## config.mk

```make
export PLATFORM = sky130hd
export DESIGN_NAME = frame_egress_reader_flat
export DESIGN_NICKNAME = d
export VERILOG_FILES = /design/src/rtl/frame_egress_reader_if.sv /design/src/rtl/frame_egress_reader.sv /design/src/flat_wrapper.sv
export SDC_FILE = /design/constraint.sdc
export NUM_CORES = 1
export LEC_CHECK = 0
export CAP_MARGIN = 15
export CORE_MARGIN = 2
export CORE_UTILIZATION = 52
export CTS_BUF_LIST = sky130_fd_sc_hd__clkbuf_4 sky130_fd_sc_hd__clkbuf_8 sky130_fd_sc_hd__clkbuf_16
export DETAILED_ROUTE_END_ITERATION = 7
export GPL_TIMING_DRIVEN = 0
export PLACE_DENSITY = 0.92
export SLEW_MARGIN = 5
export SYNTH_ARGS = -nofsm -noshare
export SYNTH_HDL_FRONTEND = slang
export SYNTH_SLANG_ARGS = --single-unit
```

## constraint.sdc

```tcl
create_clock -name clk -period 7.8 [get_ports clk]
set_clock_uncertainty 0.15 [all_clocks]
set_input_delay 1.56 -clock clk [delete_from_list [all_inputs] [get_ports clk]]
set_output_delay 1.56 -clock clk [all_outputs]
set_load 0.1 [all_outputs]
```

## src/rtl/frame_egress_reader_if.sv

```systemverilog
// Egress reader bus bundle: sideband FIFO pop port, frame-buffer read port,
// committed read pointer, AXI-stream master and the frame counter.
// The destination width comes from `AXIS_DEST_WIDTH (defaults to 4 here).
`ifndef AXIS_DEST_WIDTH
`define AXIS_DEST_WIDTH 4
`endif

interface frame_egress_reader_if #(
    parameter int ADDR_WIDTH = 11,
    parameter int DATA_WIDTH = 8
);
    // sideband FIFO
    logic                         sb_empty;
    logic                         sb_ren;
    logic [19:0]                  sb_rdata;
    // frame buffer
    logic                         fb_ren;
    logic [ADDR_WIDTH-1:0]        fb_raddr;
    logic [DATA_WIDTH-1:0]        fb_rdata;
    logic [ADDR_WIDTH:0]          fb_rptr;
    // stream out
    logic                         m_tvalid;
    logic                         m_tready;
    logic                         m_tlast;
    logic [DATA_WIDTH-1:0]        m_tdata;
    logic [`AXIS_DEST_WIDTH-1:0]  m_tdest;
    // statistics
    logic [15:0]                  frame_count;

    modport master (
        input  sb_empty, sb_rdata, fb_rdata, m_tready,
        output sb_ren, fb_ren, fb_raddr, fb_rptr,
               m_tvalid, m_tlast, m_tdata, m_tdest, frame_count
    );

    modport slave (
        output sb_empty, sb_rdata, fb_rdata, m_tready,
        input  sb_ren, fb_ren, fb_raddr, fb_rptr,
               m_tvalid, m_tlast, m_tdata, m_tdest, frame_count
    );
endinterface

```

## src/rtl/frame_egress_reader.sv

```systemverilog
// Frame egress reader: pops a {end pointer, destination} descriptor from the
// sideband FIFO, streams the frame-buffer words up to the end pointer as
// AXI-stream beats through a 2-entry skid buffer, then commits fb_rptr.
// Optional feature: define EGRESS_FRAME_COUNT_EN to count transmitted frames;
// otherwise frame_count is tied to 0.
`ifndef AXIS_DEST_WIDTH
`define AXIS_DEST_WIDTH 4
`endif

module frame_egress_reader #(
    parameter int ADDR_WIDTH = 11,
    parameter int DATA_WIDTH = 8
) (
    input  logic                  clk,
    input  logic                  reset,
    frame_egress_reader_if.master bus
);
    localparam int PTR_W  = ADDR_WIDTH + 1;
    localparam int DEST_W = `AXIS_DEST_WIDTH;

    typedef enum logic [1:0] {IDLE, POP, LOAD, STREAM} state_t;

    state_t                  state_q, state_d;
    logic [PTR_W-1:0]        rptr_q, rptr_d;
    logic [PTR_W-1:0]        fb_rptr_q, fb_rptr_d;
    logic [PTR_W-1:0]        end_q, end_d;
    logic [DEST_W-1:0]       dest_q, dest_d;
    logic                    infl_q, infl_d;          // read issued last cycle, data on fb_rdata now
    logic                    infl_last_q, infl_last_d;
    logic [1:0]              occ_q, occ_d;            // skid buffer occupancy
    logic [DATA_WIDTH-1:0]   skid_data_q [2];
    logic [DATA_WIDTH-1:0]   skid_data_d [2];
    logic                    skid_last_q [2];
    logic                    skid_last_d [2];

    logic                    sb_ren_c;
    logic                    fb_ren_c;
    logic [1:0]              occ_after;
    logic                    beat_pop;
    logic                    frame_done;
    logic                    sb_rdata_unused;

    assign beat_pop        = (occ_q != 2'd0) && bus.m_tready;
    assign frame_done      = beat_pop && skid_last_q[0];
    assign occ_after       = occ_q - {1'b0, beat_pop};
    assign sb_rdata_unused = ^bus.sb_rdata[19:DEST_W+PTR_W];

    // Next-state logic: FSM, read issue with credit check, skid buffer push/pop.
    always_comb begin
        state_d     = state_q;
        rptr_d      = rptr_q;
        fb_rptr_d   = fb_rptr_q;
        end_d       = end_q;
        dest_d      = dest_q;
        infl_d      = 1'b0;
        infl_last_d = 1'b0;
        skid_data_d = skid_data_q;
        skid_last_d = skid_last_q;
        sb_ren_c    = 1'b0;
        fb_ren_c    = 1'b0;

        // Head leaves on handshake; the second entry slides forward.
        if (beat_pop) begin
            skid_data_d[0] = skid_data_q[1];
            skid_last_d[0] = skid_last_q[1];
        end
        // Returning read data lands behind whatever remains after the pop.
        if (infl_q) begin
            skid_data_d[occ_after[0]] = bus.fb_rdata;
            skid_last_d[occ_after[0]] = infl_last_q;
        end
        occ_d = occ_after + {1'b0, infl_q};

        case (state_q)
            IDLE: begin
                if (!bus.sb_empty) begin
                    sb_ren_c = 1'b1;
                    state_d  = POP;
                end
            end
            POP: begin
                // FIFO data is guaranteed valid this cycle, so capture it here
                // and let LOAD work from the held copy.
                dest_d  = bus.sb_rdata[DEST_W-1:0];
                end_d   = bus.sb_rdata[DEST_W +: PTR_W];
                state_d = LOAD;
            end
            LOAD: begin
                state_d = (end_q == rptr_q) ? IDLE : STREAM;
            end
            STREAM: begin
                // Only issue when the word is guaranteed a skid slot.
                if ((rptr_q != end_q) && ((occ_after + {1'b0, infl_q}) < 2'd2)) begin
                    fb_ren_c    = 1'b1;
                    rptr_d      = rptr_q + 1'b1;
                    infl_d      = 1'b1;
                    infl_last_d = ((rptr_q + 1'b1) == end_q);
                end
                if (frame_done) begin
                    state_d   = IDLE;
                    fb_rptr_d = end_q;
                end
            end
            default: state_d = IDLE;
        endcase

        if (reset) begin
            sb_ren_c = 1'b0;
            fb_ren_c = 1'b0;
        end
    end

    // State register with synchronous reset; a reset mid-frame drops everything.
    always_ff @(posedge clk) begin
        if (reset) begin
            state_q     <= IDLE;
            rptr_q      <= '0;
            fb_rptr_q   <= '0;
            end_q       <= '0;
            dest_q      <= '0;
            infl_q      <= 1'b0;
            infl_last_q <= 1'b0;
            occ_q       <= 2'd0;
            for (int i = 0; i < 2; i++) begin
                skid_data_q[i] <= '0;
                skid_last_q[i] <= 1'b0;
            end
        end else begin
            state_q     <= state_d;
            rptr_q      <= rptr_d;
            fb_rptr_q   <= fb_rptr_d;
            end_q       <= end_d;
            dest_q      <= dest_d;
            infl_q      <= infl_d;
            infl_last_q <= infl_last_d;
            occ_q       <= occ_d;
            skid_data_q <= skid_data_d;
            skid_last_q <= skid_last_d;
        end
    end

    assign bus.sb_ren   = sb_ren_c;
    assign bus.fb_ren   = fb_ren_c;
    assign bus.fb_raddr = fb_ren_c ? rptr_q[ADDR_WIDTH-1:0] : '0;
    assign bus.fb_rptr  = fb_rptr_q;
    assign bus.m_tvalid = (occ_q != 2'd0);
    assign bus.m_tdata  = skid_data_q[0];
    assign bus.m_tlast  = skid_last_q[0] && (occ_q != 2'd0);
    assign bus.m_tdest  = dest_q;

`ifdef EGRESS_FRAME_COUNT_EN
    logic [15:0] frame_count_q, frame_count_d;

    // Count each completed frame, wrapping at 16 bits.
    always_comb begin
        frame_count_d = frame_count_q + (frame_done ? 16'd1 : 16'd0);
    end

    // Frame counter register.
    always_ff @(posedge clk) begin
        if (reset) begin
            frame_count_q <= 16'd0;
        end else begin
            frame_count_q <= frame_count_d;
        end
    end

    assign bus.frame_count = frame_count_q;
`else
    assign bus.frame_count = 16'd0;
`endif

endmodule

```

## src/flat_wrapper.sv

```systemverilog
// flat-port wrapper written by rule: the top's interface ports become plain ports
module frame_egress_reader_flat 
#(
    parameter int ADDR_WIDTH = 11,
    parameter int DATA_WIDTH = 8
)
  (clk, reset, bus_sb_empty, bus_sb_rdata, bus_fb_rdata, bus_m_tready, bus_sb_ren, bus_fb_ren, bus_fb_raddr, bus_fb_rptr, bus_m_tvalid, bus_m_tlast, bus_m_tdata, bus_m_tdest, bus_frame_count);
  frame_egress_reader_if #(.ADDR_WIDTH(ADDR_WIDTH), .DATA_WIDTH(DATA_WIDTH)) bus_i ();
  input  logic clk;
  input  logic reset;
  input wire logic [$bits(bus_i.sb_empty)-1:0] bus_sb_empty;
  input wire logic [$bits(bus_i.sb_rdata)-1:0] bus_sb_rdata;
  input wire logic [$bits(bus_i.fb_rdata)-1:0] bus_fb_rdata;
  input wire logic [$bits(bus_i.m_tready)-1:0] bus_m_tready;
  output wire logic [$bits(bus_i.sb_ren)-1:0] bus_sb_ren;
  output wire logic [$bits(bus_i.fb_ren)-1:0] bus_fb_ren;
  output wire logic [$bits(bus_i.fb_raddr)-1:0] bus_fb_raddr;
  output wire logic [$bits(bus_i.fb_rptr)-1:0] bus_fb_rptr;
  output wire logic [$bits(bus_i.m_tvalid)-1:0] bus_m_tvalid;
  output wire logic [$bits(bus_i.m_tlast)-1:0] bus_m_tlast;
  output wire logic [$bits(bus_i.m_tdata)-1:0] bus_m_tdata;
  output wire logic [$bits(bus_i.m_tdest)-1:0] bus_m_tdest;
  output wire logic [$bits(bus_i.frame_count)-1:0] bus_frame_count;
  assign bus_i.sb_empty = bus_sb_empty;
  assign bus_i.sb_rdata = bus_sb_rdata;
  assign bus_i.fb_rdata = bus_fb_rdata;
  assign bus_i.m_tready = bus_m_tready;
  assign bus_sb_ren = bus_i.sb_ren;
  assign bus_fb_ren = bus_i.fb_ren;
  assign bus_fb_raddr = bus_i.fb_raddr;
  assign bus_fb_rptr = bus_i.fb_rptr;
  assign bus_m_tvalid = bus_i.m_tvalid;
  assign bus_m_tlast = bus_i.m_tlast;
  assign bus_m_tdata = bus_i.m_tdata;
  assign bus_m_tdest = bus_i.m_tdest;
  assign bus_frame_count = bus_i.frame_count;
  frame_egress_reader #(.ADDR_WIDTH(ADDR_WIDTH), .DATA_WIDTH(DATA_WIDTH)) u_core (.clk(clk), .reset(reset), .bus(bus_i));
endmodule
```

# Word level (Yosys, flattened, before mapping)
# Index checks and enable logic that the tools add are counted.
# totals
regBits	64
input_bits	32
output_inout_bits	55
word_cells	61
# op_classes
addsub	3
magnitude_cmp	3
eq_ne	8
mux	21
bitwise_logic	3
n_reduce_logical	11
# op_table
cell	n
$eq 12x12->1	2
$bwmux 16	1
$mux 16	1
$mux 8	2
$add 12x1->12 const B	1
$ne 12x12->1	1
$mux 11	1
$demux 8 s1	1
$mux 1	8
$mux 2	4
$pmux 2 s4	1
$reduce_and 2->1	3
$logic_and 1x1->1	5
$eq 2x2->1 const B	2
$reduce_or 3->1	1
$add 2x1->2	1
$bwmux 2	1
$eq 2x1->1 const B	1
$ge 2x2->1 const B	1
$logic_not 2->1	1
$lt 2x1->1 const B	1
$lt 2x2->1 const B	1
$ne 2x1->1 const B	1
$ne 2x2->1 const B	1
other kinds (5)	6

# Logic depth before layout (Yosys ltp)
# depth
ltp_word	10
mapped_depth	10
mapped_depth_nobuf	8

# Worst setup path before layout
# No wires, ideal clock.
# synth_timing
path_type	input to output
from	input bus_m_tready
to	output bus_fb_raddr[5]
arrival_time_ns	4.639
required_ns	6.090
path_slack_ns	1.451
path_stages	8
n_path_buf	1
path_cell_list	nand2_1 > mux2i_1 > ha_1 > buf_2 > a21boi_0 > nor3_1 > nand2_2 > nor3_1
# synth_between
elab_chain_cells	9
# synth_rtl
item	line_no	text
start, declared	flat_wrapper.sv:14	input wire logic [$bits(bus_i.m_tready)-1:0] bus_m_tready;
$logic_and 1x1->1	frame_egress_reader.sv:43	assign beat_pop = (occ_q != 2'd0) && bus.m_tready;
$sub 2x1->2	frame_egress_reader.sv:45	assign occ_after = occ_q - {1'b0, beat_pop};
$add 2x1->2	frame_egress_reader.sv:93	if ((rptr_q != end_q) && ((occ_after + {1'b0, infl_q}) < 2'd2)) begin
$lt 2x2->1	frame_egress_reader.sv:93	
$logic_and 1x1->1	frame_egress_reader.sv:93	
$mux 1	frame_egress_reader.sv:93	
$mux 1	frame_egress_reader.sv:74	case (state_q)
$mux 1	--	
$mux 11	frame_egress_reader.sv:144	assign bus.fb_raddr = fb_ren_c ? rptr_q[ADDR_WIDTH-1:0] : '0;
end, declared	flat_wrapper.sv:17	output wire logic [$bits(bus_i.fb_raddr)-1:0] bus_fb_raddr;
# Every way passes these cells.

# Final worst setup path
# layout_timing
from	input bus_m_tready
to	output bus_fb_raddr[7]
# The elaborated chain is that of the path after synthesis.

==> summary.md <==
| Metric | Value |
|---|---|
| 1st-iter DRT viols | `154` |
| H-tree levels | `3` |
| Antenna violations before repair | `0` |
| Max-slew headroom | `32.5%` |
| Setup TNS | `0 ns` |
| Register area share after synthesis | `40.4%` |
| Layout Nets | `523` |
| CTS Hold Bufs | `0` |
| Total Routing Usage GR | `23.8%` |
| Drt via density | `5.36` |
| GR Overflow Total | `0` |
| Static leakage | `1.64 nW` |
| Endpoints failing hold | `0` |
| DRC violations left | `0` |
| Post-synth EDFFs | `0` |
| HP Class | `flop to flop` |
| Root buf cell | `clkbuf_8` |
| Kind of critical path | `primary input to output pin` |
| Input/output buffers | `66` |
| Yosys cell types | `45` |
| Post-synthesis area per instance | `7.99 µm²` |
| Design area | `4190 µm²` |
| Maxcap violations | `0` |
| Starting Density | `53.6%` |
| Max Fclk | `149 MHz` |
| Drt wl/cell | `14.1 µm` |
| Die Wd | `82.1 µm` |
| Initial DRT Pass Iterations | `4` |
| Layout cells sized above 1 | `11.5%` |
| CORE AREA | `5920 µm²` |
| WP data required | `6.09 ns` |
| Diodes inserted | `0` |
| Worst Path Buf+Inv | `4` |
| Placed cell area | `3980 µm²` |
| Crit path max-delay family | `buffers and inverters` |
| Power Dens Cells | `193 nW/µm²` |
| Synth-to-layout area growth | `31.9%` |
| Fraction of registers with async set/reset | `0%` |
| CP Max Fanout | `11` |
| Routed wire length | `8000 µm` |
| Finished Core Util | `70.7%` |
| Clock Sinks | `64` |
| Mapped Cells | `397` |
| Largest net degree at the start of global routing | `12` |
| Clock buffer depth | `2` |
| # fillers | `474` |
| Crit path largest cell delay | `1.13 ns` |
| Detail Route Antenna Nets | `0` |
| Core Rows | `28` |
| Die area | `6740 µm²` |
| Finish-stage setup viols | `0` |
| Synth Register Bits | `64` |
| Dpl hpwl | `5840 µm` |
| TritonCTS clock tree | `done` |
| Latest clock arrival within the worst-skew pair | `0.35 ns` |
| IO Pins | `87` |
| RSZ-0062 raised after global routing | `no` |
| Peak supply drop | `0.000156 V` |
| Post-cts resize count | `0` |
| Worst-Margin Slew | `1.01 ns` |
| YS warnings | `0` |
| Placer congestion estimate | `0.905` |
| Max-slew violations | `0` |
| CP max-delay cell | `clkdlybuf4s50_1` |
| Worst Setup Start Kind | `primary input` |
| CTS Buf Count | `9` |
| Netlist Area Pre-Place | `3170 µm²` |
| Worst-path clk slew | `0.07 ns` |
| Vias in the first global route | `2840` |
| Die span in y | `82.1 µm` |
| Crit end category | `output pin` |
| Status | `complete, no violations` |
| First-pass GRT wire length | `12200 µm` |
| Worst path arrival time | `4.99 ns` |
| Postcts setup bufs | `0` |
| Synth Flop Type | `dfxtp_1` |
| Fin crit share | `85.9%` |
| Crit-path cells | `clkdlybuf4s50_1 -> mux2i_1 -> ha_1 -> buf_2 -> a21boi_0 -> nor3_1 -> nand2_2 -> nor2_1 -> buf_2 -> and2_1 -> clkdlybuf4s50_1` |
| Detailed-route via count | `3050` |
| Min Clock Period, post-route | `6.70 ns` |
kinds of logic (layout without fill, tap and decap cells):
kind of cell    Yosys count  after routing  synth area share (%)
flops                    64             64                  40.4
xor+xnor                 28             28                  7.73
other cells               1             16                 0.118
compound gates           57             57                  11.4
simple gates            181            181                  26.3
fa+ha+maj                 2              2                 0.789
buf+inv                  54            136                  10.1
mux                      10             10                  3.15
per-stage QoR:
step	hold slack [ns]	setup slack [ns]	std cells	power, mW
global placement	0.292	1.18	553	0.521
finish	0.308	1.10	569	0.809
detailed placement	0.300	1.13	553	0.525
CTS	0.309	1.12	569	0.811
floorplan	0.304	1.45	412	0.482
global route	0.338	0.854	569	0.836
cell usage after synthesis, types with 2 or more instances:
master,instances,area (µm²)
xnor2_1,5,43.8
buf_1,2,7.51
nand3_1,11,55.1
clkbuf_1,11,41.3
o21ai_0,4,20.0
nand2_1,81,304
ha_1,2,25.0
and3_1,4,25.0
nand2b_1,3,18.8
and4_1,2,17.5
mux2i_1,10,100
nand4_1,7,43.8
and3b_1,2,17.5
a311oi_1,8,70.1
nor3_1,8,40.0
and2_1,12,75.1
nor2_1,34,128
buf_4,26,195
nor3b_1,2,15.0
inv_1,5,18.8
nor4_1,5,31.3
a21oi_1,34,170
buf_2,9,45.0
dfxtp_1,64,1280
nor2b_1,3,18.8
xor2_1,23,201
or2_2,2,12.5
worst paths after layout:
path                                         endpoint                                start  cells past startpoint  slack (ns)
hold / removal    u_core.bus.fb_rptr[10]$_SDFFE_PP0P_  u_core.bus.fb_rptr[10]$_SDFFE_PP0P_                      2        0.31
hold reg to reg   u_core.bus.fb_rptr[10]$_SDFFE_PP0P_  u_core.bus.fb_rptr[10]$_SDFFE_PP0P_                      2        0.31
setup / recovery                      bus_fb_raddr[7]                         bus_m_tready                     11        1.10
setup reg to reg       u_core.rptr_q[11]$_SDFFE_PP0N_           u_core.occ_q[1]$_SDFF_PP0_                      9        5.44
worst reg2reg max path, cell delays in order (launching register included):
cell,delay [ns]
dfxtp_1,0.33
nand2_1,0.07
mux2i_1,0.08
ha_1,0.20
buf_2,0.22
a21boi_0,0.18
nor3_1,0.31
nand2_2,0.19
o311ai_0,0.38
o41ai_1,0.12
power breakdown:
| part | total [mW] | leakage [nW] | switching [mW] | internal (mW) |
|---|---|---|---|---|
| logic | 0.169 | 1.02 | 0.118 | 0.0502 |
| registers | 0.353 | 0.517 | 0.0141 | 0.338 |
| clock network | 0.288 | 0.103 | 0.129 | 0.159 |
| total | 0.809 | 1.64 | 0.261 | 0.548 |
layout by cell type, fill, tap and decap left out, types with 2 or more instances in the layout:
cell type	count
and4_1	2
clkbuf_8	10
xnor2_1	5
inv_1	5
buf_2	9
clkbuf_1	11
and3b_1	2
dfxtp_1	64
and3_1	4
o21ai_0	4
nand3_1	11
nor3_1	8
or2_2	2
ha_1	2
buf_4	26
nor3b_1	2
nand2_1	81
clkdlybuf4s50_1	66
a311oi_1	8
nand4_1	7
mux2i_1	10
nor2_1	34
xor2_1	23
nor4_1	5
and2_1	12
nand2b_1	3
conb_1	16
nor2b_1	3
clkinv_2	2
buf_1	2
a21oi_1	34
metal layers:
layer  GRT usage [%]  vias up  share of wire, %
met5               0        -                 0
li1                -     1480                 -
met2            42.0      120                50
met3            8.48       16               8.0
met4            10.8        0               1.7
met1            25.3     1434                41
area by class of cell:
| type | instances | area (µm²) | area share (%) |
|---|---|---|---|
| Multi-Input combinational cell | 294 | 1630 | 38.9 |
| Buffer | 49 | 300 | 7.17 |
| Clock buffer | 11 | 145 | 3.47 |
| Clock inverter | 5 | 56.3 | 1.35 |
| Timing Repair Buffer | 66 | 661 | 15.8 |
| Sequential cell | 64 | 1280 | 30.6 |
| Tap cell | 75 | 93.8 | 2.24 |
| Inverter | 5 | 18.8 | 0.448 |
Note: power is estimated with default switching activity, not from simulation.
